--- src/rtl/game_seq_ctrl_pkg.sv ---
// Shared definitions for the two-player factorization game sequencer:
// state codes, score limit, answer lookup and LFSR step.
package game_seq_ctrl_pkg;

   typedef enum logic [3:0] {
      ST_IDLE     = 4'b0000,
      ST_READY    = 4'b0010,
      ST_QUESTION = 4'b0011,
      ST_INPUT    = 4'b0100,
      ST_DRAW     = 4'b0110,
      ST_WRONG    = 4'b0111,
      ST_GOOD     = 4'b1000,
      ST_OUCH     = 4'b1001,
      ST_WIN      = 4'b1010,
      ST_LOSE     = 4'b1011
   } state_t;

   localparam logic [3:0] SCORE_MAX = 4'd9;
   localparam logic [3:0] DIN_MAX   = 4'd9;

   // Smallest prime factor of a question digit 2..9.
   function automatic logic [3:0] spf(input logic [3:0] q);
      logic [3:0] r;
      case (q)
         4'd2:    r = 4'd2;
         4'd3:    r = 4'd3;
         4'd4:    r = 4'd2;
         4'd5:    r = 4'd5;
         4'd6:    r = 4'd2;
         4'd7:    r = 4'd7;
         4'd8:    r = 4'd2;
         4'd9:    r = 4'd3;
         default: r = 4'd2;
      endcase
      return r;
   endfunction

   // Score increment that sticks at the match-winning limit.
   function automatic logic [3:0] sat_inc(input logic [3:0] s);
      return (s >= SCORE_MAX) ? SCORE_MAX : (s + 4'd1);
   endfunction

   // One step of the x^8+x^6+x^5+x^4+1 Fibonacci LFSR (shift left).
   function automatic logic [7:0] lfsr_next(input logic [7:0] l);
      return {l[6:0], l[7] ^ l[5] ^ l[4] ^ l[3]};
   endfunction

endpackage

--- src/rtl/game_seq_ctrl_tick_gen.sv ---
// Timer for the game sequencer: a prescaler producing a tick every TICK_DIV
// cycles and a tick counter. Both restart on clr so a duration counts from
// the cycle after clr.
module game_seq_ctrl_tick_gen #(
   parameter int TICK_DIV = 500000,
   parameter int CW       = 16
) (
   input  logic          clk,
   input  logic          rst,
   input  logic          clr,
   output logic          tick,
   output logic [CW-1:0] tick_cnt
);

   localparam int PW = (TICK_DIV > 1) ? $clog2(TICK_DIV) : 1;

   logic [PW-1:0] presc_r;
   logic [CW-1:0] cnt_r;

   assign tick     = (presc_r == PW'(TICK_DIV - 1));
   assign tick_cnt = cnt_r;

   // Prescaler: wraps at TICK_DIV-1, realigned on clr.
   always_ff @(posedge clk or posedge rst) begin
      if (rst) begin
         presc_r <= '0;
      end else if (clr || tick) begin
         presc_r <= '0;
      end else begin
         presc_r <= presc_r + PW'(1);
      end
   end

   // Tick counter: counts ticks since the last clr.
   always_ff @(posedge clk or posedge rst) begin
      if (rst) begin
         cnt_r <= '0;
      end else if (clr) begin
         cnt_r <= '0;
      end else if (tick) begin
         cnt_r <= cnt_r + CW'(1);
      end else begin
         cnt_r <= cnt_r;
      end
   end

endmodule

--- src/rtl/game_seq_ctrl.sv ---
// Two-player round sequencer for the factorization game.
// Optional build macro FALSE_START_EN: entries during QUESTION are judged as
// wrong answers for the entering player(s).
module game_seq_ctrl
   import game_seq_ctrl_pkg::*;
#(
   parameter int         TICK_DIV       = 500000,
   parameter int         READY_TICKS    = 100,
   parameter int         QUESTION_TICKS = 50,
   parameter int         INPUT_STEP     = 30,
   parameter int         RESULT_TICKS   = 150,
   parameter logic [7:0] LFSR_SEED      = 8'hA5
) (
   input  logic       CLK,
   input  logic       RST,
   input  logic       START,
   input  logic       P1_ENT,
   input  logic [3:0] P1_DIN,
   input  logic       P2_ENT,
   input  logic [3:0] P2_DIN,
   output logic [3:0] STATE,
   output logic [3:0] QUE,
   output logic [3:0] DIN,
   output logic [3:0] P1_SCORE,
   output logic [3:0] P2_SCORE
);

   state_t      state_r, state_nx;
   logic [3:0]  que_r, que_nx, din_r, din_nx;
   logic [3:0]  p1_r, p1_nx, p2_r, p2_nx;
   logic [7:0]  lfsr_r;
   logic        tick_s, elapsed_s, clr_s, fs_window_s, judge_en_s;
   logic        p1_ok_s, p2_ok_s, jvalid_s, p1_pt_s, p2_pt_s;
   logic [15:0] tick_cnt_s, limit_s;
   state_t      jstate_s;

   assign STATE    = state_r;
   assign QUE      = que_r;
   assign DIN      = din_r;
   assign P1_SCORE = p1_r;
   assign P2_SCORE = p2_r;

   game_seq_ctrl_tick_gen #(.TICK_DIV(TICK_DIV), .CW(16)) u_tick (
      .clk      (CLK),
      .rst      (RST),
      .clr      (clr_s),
      .tick     (tick_s),
      .tick_cnt (tick_cnt_s)
   );

`ifdef FALSE_START_EN
   assign fs_window_s = (state_r == ST_QUESTION);
`else
   assign fs_window_s = 1'b0;
`endif

   // Answers only count as correct during INPUT; a false start is always wrong.
   assign judge_en_s = (state_r == ST_INPUT) || fs_window_s;
   assign p1_ok_s    = (state_r == ST_INPUT) && (P1_DIN == spf(que_r));
   assign p2_ok_s    = (state_r == ST_INPUT) && (P2_DIN == spf(que_r));
   assign elapsed_s  = tick_s && (tick_cnt_s == (limit_s - 16'd1)) && (state_r != ST_IDLE);
   assign clr_s      = (state_nx != state_r) || elapsed_s;

   // Duration of the current state (or of one DIN step) in ticks.
   always_comb begin
      limit_s = 16'd1;
      case (state_r)
         ST_READY:    limit_s = 16'(READY_TICKS);
         ST_QUESTION: limit_s = 16'(QUESTION_TICKS);
         ST_INPUT:    limit_s = 16'(INPUT_STEP);
         ST_DRAW, ST_WRONG, ST_GOOD, ST_OUCH, ST_WIN, ST_LOSE:
                      limit_s = 16'(RESULT_TICKS);
         default:     limit_s = 16'd1;
      endcase
   end

   // Judge this cycle's entries: outcome state and who scores.
   always_comb begin
      jvalid_s = 1'b0;
      jstate_s = ST_DRAW;
      p1_pt_s  = 1'b0;
      p2_pt_s  = 1'b0;
      if (judge_en_s && (P1_ENT || P2_ENT)) begin
         jvalid_s = 1'b1;
         if (P1_ENT && P2_ENT) begin
            if (p1_ok_s && p2_ok_s) begin
               jstate_s = ST_GOOD;
            end else if (p1_ok_s) begin
               jstate_s = ST_WIN;
               p1_pt_s  = 1'b1;
            end else if (p2_ok_s) begin
               jstate_s = ST_LOSE;
               p2_pt_s  = 1'b1;
            end else begin
               jstate_s = ST_DRAW;
            end
         end else if (P1_ENT) begin
            if (p1_ok_s) begin
               jstate_s = ST_WIN;
               p1_pt_s  = 1'b1;
            end else begin
               jstate_s = ST_WRONG;
               p2_pt_s  = 1'b1;
            end
         end else begin
            if (p2_ok_s) begin
               jstate_s = ST_LOSE;
               p2_pt_s  = 1'b1;
            end else begin
               jstate_s = ST_OUCH;
               p1_pt_s  = 1'b1;
            end
         end
      end else begin
         jvalid_s = 1'b0;
      end
   end

   // Next state, question latch, DIN progress and scoring.
   always_comb begin
      state_nx = state_r;
      que_nx   = que_r;
      din_nx   = din_r;
      p1_nx    = p1_r;
      p2_nx    = p2_r;
      case (state_r)
         ST_IDLE: begin
            if (START) begin
               state_nx = ST_READY;
               if ((p1_r == SCORE_MAX) || (p2_r == SCORE_MAX)) begin
                  p1_nx = 4'd0;
                  p2_nx = 4'd0;
               end else begin
                  p1_nx = p1_r;
                  p2_nx = p2_r;
               end
            end else begin
               state_nx = ST_IDLE;
            end
         end
         ST_READY: begin
            if (elapsed_s) begin
               state_nx = ST_QUESTION;
               que_nx   = 4'd2 + {1'b0, lfsr_r[2:0]};
            end else begin
               state_nx = ST_READY;
            end
         end
         ST_QUESTION, ST_INPUT: begin
            if (jvalid_s) begin
               state_nx = jstate_s;
               p1_nx    = p1_pt_s ? sat_inc(p1_r) : p1_r;
               p2_nx    = p2_pt_s ? sat_inc(p2_r) : p2_r;
            end else if (elapsed_s) begin
               if (state_r == ST_QUESTION) begin
                  state_nx = ST_INPUT;
                  din_nx   = 4'd0;
               end else if (din_r == DIN_MAX) begin
                  state_nx = ST_DRAW;
               end else begin
                  din_nx = din_r + 4'd1;
               end
            end else begin
               state_nx = state_r;
            end
         end
         ST_DRAW, ST_WRONG, ST_GOOD, ST_OUCH, ST_WIN, ST_LOSE: begin
            if (elapsed_s) begin
               state_nx = ((p1_r == SCORE_MAX) || (p2_r == SCORE_MAX)) ? ST_IDLE : ST_READY;
            end else begin
               state_nx = state_r;
            end
         end
         default: state_nx = ST_IDLE;
      endcase
      if (state_nx != ST_INPUT) begin
         din_nx = 4'd0;
      end else begin
         din_nx = din_nx;
      end
   end

   // Game registers; reset aborts any round in progress.
   always_ff @(posedge CLK or posedge RST) begin
      if (RST) begin
         state_r <= ST_IDLE;
         que_r   <= 4'd0;
         din_r   <= 4'd0;
         p1_r    <= 4'd0;
         p2_r    <= 4'd0;
      end else begin
         state_r <= state_nx;
         que_r   <= que_nx;
         din_r   <= din_nx;
         p1_r    <= p1_nx;
         p2_r    <= p2_nx;
      end
   end

   // Free-running question generator.
   always_ff @(posedge CLK or posedge RST) begin
      if (RST) begin
         lfsr_r <= LFSR_SEED;
      end else begin
         lfsr_r <= lfsr_next(lfsr_r);
      end
   end

endmodule

--- config.mk ---
export PLATFORM = sky130hd
export DESIGN_NAME = game_seq_ctrl
export DESIGN_NICKNAME = d
export VERILOG_FILES = /design/src/rtl/game_seq_ctrl_pkg.sv /design/src/rtl/game_seq_ctrl_tick_gen.sv /design/src/rtl/game_seq_ctrl.sv
export SDC_FILE = /design/constraint.sdc
export NUM_CORES = 1
export LEC_CHECK = 0
export BUFFER_PORTS_ARGS = -buffer_cell sky130_fd_sc_hd__clkbuf_2
export CORE_ASPECT_RATIO = 1.2
export CORE_UTILIZATION = 47
export CTS_BUF_LIST = sky130_fd_sc_hd__clkbuf_8
export CTS_CLUSTER_DIAMETER = 30
export DETAILED_ROUTE_END_ITERATION = 6
export GPL_TIMING_DRIVEN = 0
export SYNTH_ARGS = -nofsm -noshare
export SYNTH_HDL_FRONTEND = slang
export SYNTH_SLANG_ARGS = --single-unit
--- constraint.sdc ---
create_clock -name CLK -period 8 [get_ports CLK]
set_input_delay 1.6 -clock CLK [delete_from_list [all_inputs] [get_ports CLK]]
set_output_delay 1.6 -clock CLK [all_outputs]
set_load 0.02 [all_outputs]
* Word-level counts from Yosys, hierarchy flattened *
Memory sizes are Yosys's and may differ from the RTL's.
Index checks and enable logic that the tools add are counted.

cells by class
  $add $sub $neg = 7
  $lt $le $gt $ge = 2
  equal/unequal tests = 25
  mux-type cells = 50
  bitwise gates (word level) = 3
  reductions and logical operators = 23

operators with widths
  kind                     number
  $mux W4                  26
  $mux W16                 2
  $eq A4 B4 Y1 const B     7
  $add A19 B1 Y19 const B  1
  $eq A19 B19 Y1 const B   1
  $mux W19                 1
  $add A16 B1 Y16 const B  1
  $eq A16 B16 Y1           1
  $pmux W4 S2              2
  $pmux W4 S4              1
  $sub A16 B1 Y16 const B  1
  $mux W1                  15
  $add A4 B1 Y4 const B    3
  $eq A4 B3 Y1 const B     3
  $ne A2 B2 Y1 const B     5
  $reduce_and A5 Y1        2
  $eq A4 B2 Y1 const B     2
  $eq A4 B4 Y1             2
  $ge A4 B4 Y1 const B     2
  $reduce_bool A2 Y1       4
  $logic_and A1 B1 Y1      7
  $mux W2                  3
  $reduce_or A6 Y1         1
  $add A2 B3 Y4 const A    1
  other kinds (11)         16

word-level totals
  register bits after elaboration = 63
  ROM bits = 224
  input port bits = 13
  output and inout port bits = 20
  word-level logic and storage cells = 121
  memories = 3

memories
  memory           depth  width  read ports  clocked after Yosys merged registers in  write ports  line                     text
  (no name shown)  16     8      1           0                                        0            game_seq_ctrl.sv:67      case (state_r)
  (no name shown)  16     3      1           0                                        0            game_seq_ctrl_pkg.sv:24  case (q)
  (no name shown)  16     3      1           0                                        0            game_seq_ctrl_pkg.sv:24

* Logic depth before layout (Yosys ltp) *
An unclocked memory read counts as a cell.

  depth after elaboration = 14
  gate-level depth with buffers = 16
  mapped depth without buffers = 12

* Cells and area by module *
A second synthesis with hierarchy kept.

unflattened totals
  cells, all modules = 440
  area, all modules = 4087.7 um^2

modules (own cells, without submodules)
  module                  times used  cells each  area each (um^2)  sequential area each (um^2)
  game_seq_ctrl           1           244         2193.4            705.7
  game_seq_ctrl_tick_gen  1           196         1894.3            875.8

* Worst setup path after synthesis *
No wires, ideal clock.

  path kind = register to register
  start point = register state_r[2] (netlist: STATE[2])
  end point = register u_tick.presc_r[0]
  library setup time = 107 ps
  arrival time = 3670 ps
  required time = 7893 ps
  slack = 4223 ps
  cell stages (with the launch flop) = 15
  buffers on the path = 2
  period minus slack after synthesis = 3777 ps
  cell sequence = dfrtp_1 buf_2 nor3b_2 nor3_2 inv_1 ha_1 xnor2_1 nor2_1 o41ai_1 nand3_1 nor3_2 mux2_2 or3_1 buf_6 a2111oi_4

on the way
  longest elaborated chain between the ends = 13
  elaborated cells between the ends (all ways) = 42
  those cells by class = add/sub: 1; eq/ne: 11; mux: 17; reduce/logical: 12; memory: 1

RTL lines
  what                                                                      line                          text
  start, declared                                                           game_seq_ctrl.sv:28           state_t state_r, state_nx;
  start signal, assigned                                                    game_seq_ctrl.sv:192          state_r <= state_nx;
  parallel branches: the longest is 10 deep, another holds $sub A16 B1 Y16  --
  $logic_or A1 B1 Y1 (*)                                                    game_seq_ctrl.sv:62           assign clr_s = (state_nx != state_r) || elapsed_s;
  $logic_or A1 B1 Y1 (*)                                                    game_seq_ctrl_tick_gen.sv:27  end else if (clr || tick) begin
  $mux W19 (*)                                                              game_seq_ctrl_tick_gen.sv:27
  end signal, assigned                                                      game_seq_ctrl_tick_gen.sv:30  presc_r <= presc_r + PW'(1);
  end, declared                                                             game_seq_ctrl_tick_gen.sv:17  logic [PW-1:0] presc_r;

Every way passes the cells marked *.
A chain may end at the register's enable or synchronous reset.

* Worst setup path in the final report *
  start point = register state_r[2] (netlist: STATE[2])
  end point = register u_tick.presc_r[2]

Same word-level chain as after synthesis.

==> results.toml <==
[status]
status = "finished, final reports clean"

[global_route]
antenna_found_initial = 0
grt_pass1_wl_um = 17600
grt_max_degree = 42
first_global_vias = 3739
overflow = 0
grt.total_usage_pct = 22.9

[synthesis]
yosysTopAreaCell = "dfrtp_1"
syn_area_per_cell_um2 = 9.32
yosys_most_used_dff = "dfrtp_1"
ys_seq_area_share_pct = 35.6
synth_cell_types = 74
async_reset_ff_share_pct = 100
syn_nets = 502
yosys_warnings = 0
synth_edf_count = 0
synth_seq_cells = 63
synth_top_area_share_pct = 33.3
yosysMostFrequentCell = "dfrtp_1"
synthTopCellsByCount = "59 x dfrtp_1, 37 x nand2_1, 32 x nand3_1, 30 x nor2_1"
synthCells = 476
synth_area_um2 = 4440
ys_top_cells_by_area = "dfrtp_1 33%, a211oi_2 7.3%, xnor2_1 5.1%"

[worst_setup_path]
critPathSlowestCell = "o41ai_1"
slowest_delay_ps = 560
path_cells = "buf_2 -> clkbuf_1 -> o21ai_0 -> nand2_1 -> ha_1 -> xnor2_1 -> nor2_1 -> o41ai_1 -> nand3_1 -> nor3_2 -> mux2_2 -> o21ai_2 -> buf_2 -> a211oi_2"
worst_r2r_startpoint = "STATE[2]"
cp_data_required_time_ps = 8210
end_kind = "flop"
crit_top_cell = "buf_2"
cp.arrival_ps = 4630
cp-endpoint = "u_tick.presc_r[2]"
path_max_fanout = 10
rr_endpoint = "u_tick.presc_r[2]"
worstSetupStartpointType = "flop"
r2r_cells = 14
crit_start = "STATE[2]"
critPathKind = "reg -> reg"
reg2reg_slack_ps = 3580

[timing]
worst_pin_slew_ps = 1080
slew_headroom_pct = 27.2
finalSetupTns_ps = 0
final.setup_skew_ps = 14.2
final-hold-violation-count = 0
period_share_pct = 55.2
slew_viol_final = 0
fin_crit_ps = 4420
rsz0062_at_grt = "no"
setup_viol = 0
fmax_ghz = 0.226

[finish]
seq_area_um2 = 1580
finalNetCount = 546
n_antenna_cell = 0
multiInputGateArea_um2 = 2580
fillers = 849
areaGrowthSynthToFinish_pct = 11.4
drive_gt1_share_pct = 21.5
instances_no_fill = 645

[cts]
cts_resized = 0
cts_setup_buffers = 0
h-tree-depth = 3
cts_buffers = 9
hold_buffers = 0
cts.clk_slew.worst_paths_ps = 70
cts_max_path_buffers = 2
numClockSinks = 63
cts_tree = "done"
clock-root-buffer = "clkbuf_8"
clk_latency_ps = 360

[routing]
num_vias = 3725
viasPerCell = 5.78
drc = 0
drtPass1Iterations = 4
totalWireLength_um = 10600
first_iter_violations = 234
drtAntennaViolNets = 0
drt-wirelength-per-cell_um = 16.4

[placement]
place.gp.congestion = 0.842
post-dp-hpwl_um = 7540
dp.cells = 629
io_buffers = 32

[pwr]
power_density_nw_per_um2 = 122
finalPower_uw = 601
max-vdd-ir-drop_mv = 0.117
p_leak_uw = 0.00211

[min_path]
min_delay_path_depth = 0
hold_path_class = "reg -> reg"

[floorplan]
die_w_um = 90.7
dieArea_um2 = 9840
io_pins = 33
rows = 38
core_um2 = 9130
initial_core_util_pct = 48.6
die_h_um = 108

[job]
maxCapViolCount = 0
-- metrics by stage --
stage	hold WS [ps]	util (%)	setup WS, ps	cell area (um^2)
after CTS	359	54.2	3660	4940
after floorplan	333	-	4220	4440
final	349	54.2	3580	4940
after detailed placement	338	52.2	3660	4770
after global routing	363	54.2	3230	4940
after global placement	337	52.0	3770	4750
-- worst max-delay path, delay by kind of cell, from the launching register on --
| family | cells | cell delay, ps |
|---|---|---|
| flip-flops | 1 | 350 |
| AO/OA/AOI/OAI | 4 | 1360 |
| adder cells (fa/ha/maj) | 1 | 290 |
| buffers and inverters | 3 | 940 |
| AND/OR/NAND/NOR | 4 | 760 |
| multiplexers | 1 | 410 |
| XOR/XNOR | 1 | 170 |
-- power by group --
| part | switching [uW] | internal (uW) | leakage (uW) |
|---|---|---|---|
| clock network | 131 | 126 | 0.0000977 |
| logic | 15.6 | 8.24 | 0.00121 |
| registers | 1.34 | 319 | 0.000806 |
-- logic make-up after synthesis --
kind of cell               count (synthesis)  share of synthesized area (%)
and+or+nand+nor                          182                           22.4
AOI/OAI and AO/OA                        111                           21.3
DFF                                       63                           35.6
buffers and inverters                     53                           6.12
xor gates and xnor gates                  45                           8.88
adders and majority gates                 13                           3.67
muxes                                      8                           1.92
other                                      1                         0.0845
-- area by class of cell --
class / count / area share (%)
Tap cell: 120 / 3.04
Clock buffer: 11 / 3.06
Sequential cell: 63 / 32.0
Inverter: 25 / 1.90
Buffer: 28 / 3.59
Clock inverter: 5 / 0.506
Timing Repair Buffer: 33 / 3.64
Multi-Input combinational cell: 360 / 52.3
-- how the worst min path moves through the flow --
stage / from / endpoint / slack (ps)
floorplan: lfsr_r[6] / lfsr_r[7] / 330
global placement: lfsr_r[6] / lfsr_r[7] / 340
detailed placement: lfsr_r[6] / lfsr_r[7] / 340
CTS: lfsr_r[6] / lfsr_r[7] / 360
global route: lfsr_r[6] / lfsr_r[7] / 360
finish: lfsr_r[6] / lfsr_r[7] / 350
-- registers in the layout, summed over array words and instances (netlist names) --
| name | cells |
|---|---|
| DIN | 4 |
| P1_SCORE | 4 |
| P2_SCORE | 4 |
| QUE | 4 |
| STATE | 4 |
| lfsr_r | 8 |
| u_tick.presc_r | 19 |
| u_tick.tick_cnt | 16 |
-- layer usage --
metal	track usage, %	routed length, um	share of wire, %	up-vias
met5	0	0	0	-
met4	8.99	168	1.6	0
met3	4.29	338	3.2	14
met2	41.2	5450	51	77
met1	26.9	4640	44	1814
li1	-	-	-	1820
-- placed cells by master (no fill, tap or decap), types with 3 or more instances in the layout --
master	n
a211oi_1	11
a211oi_2	26
a21oi_1	16
and2_1	4
and3_1	8
and4_1	3
buf_2	7
buf_6	5
clkbuf_1	12
clkbuf_2	32
clkbuf_8	11
dfrtp_1	59
dfstp_2	4
ha_1	13
inv_1	26
mux2_2	4
mux2i_1	4
nand2_1	37
nand3_1	32
nand4_1	12
nor2_1	30
nor2b_1	9
nor3_1	11
nor3b_1	3
nor4_1	4
nor4b_1	3
o211ai_1	7
o21ai_0	14
o22ai_1	4
o31ai_1	3
o41ai_1	3
or3_1	4
xnor2_1	26
xor2_1	19
No activity file was read; power rests on OpenSTA's default activity.
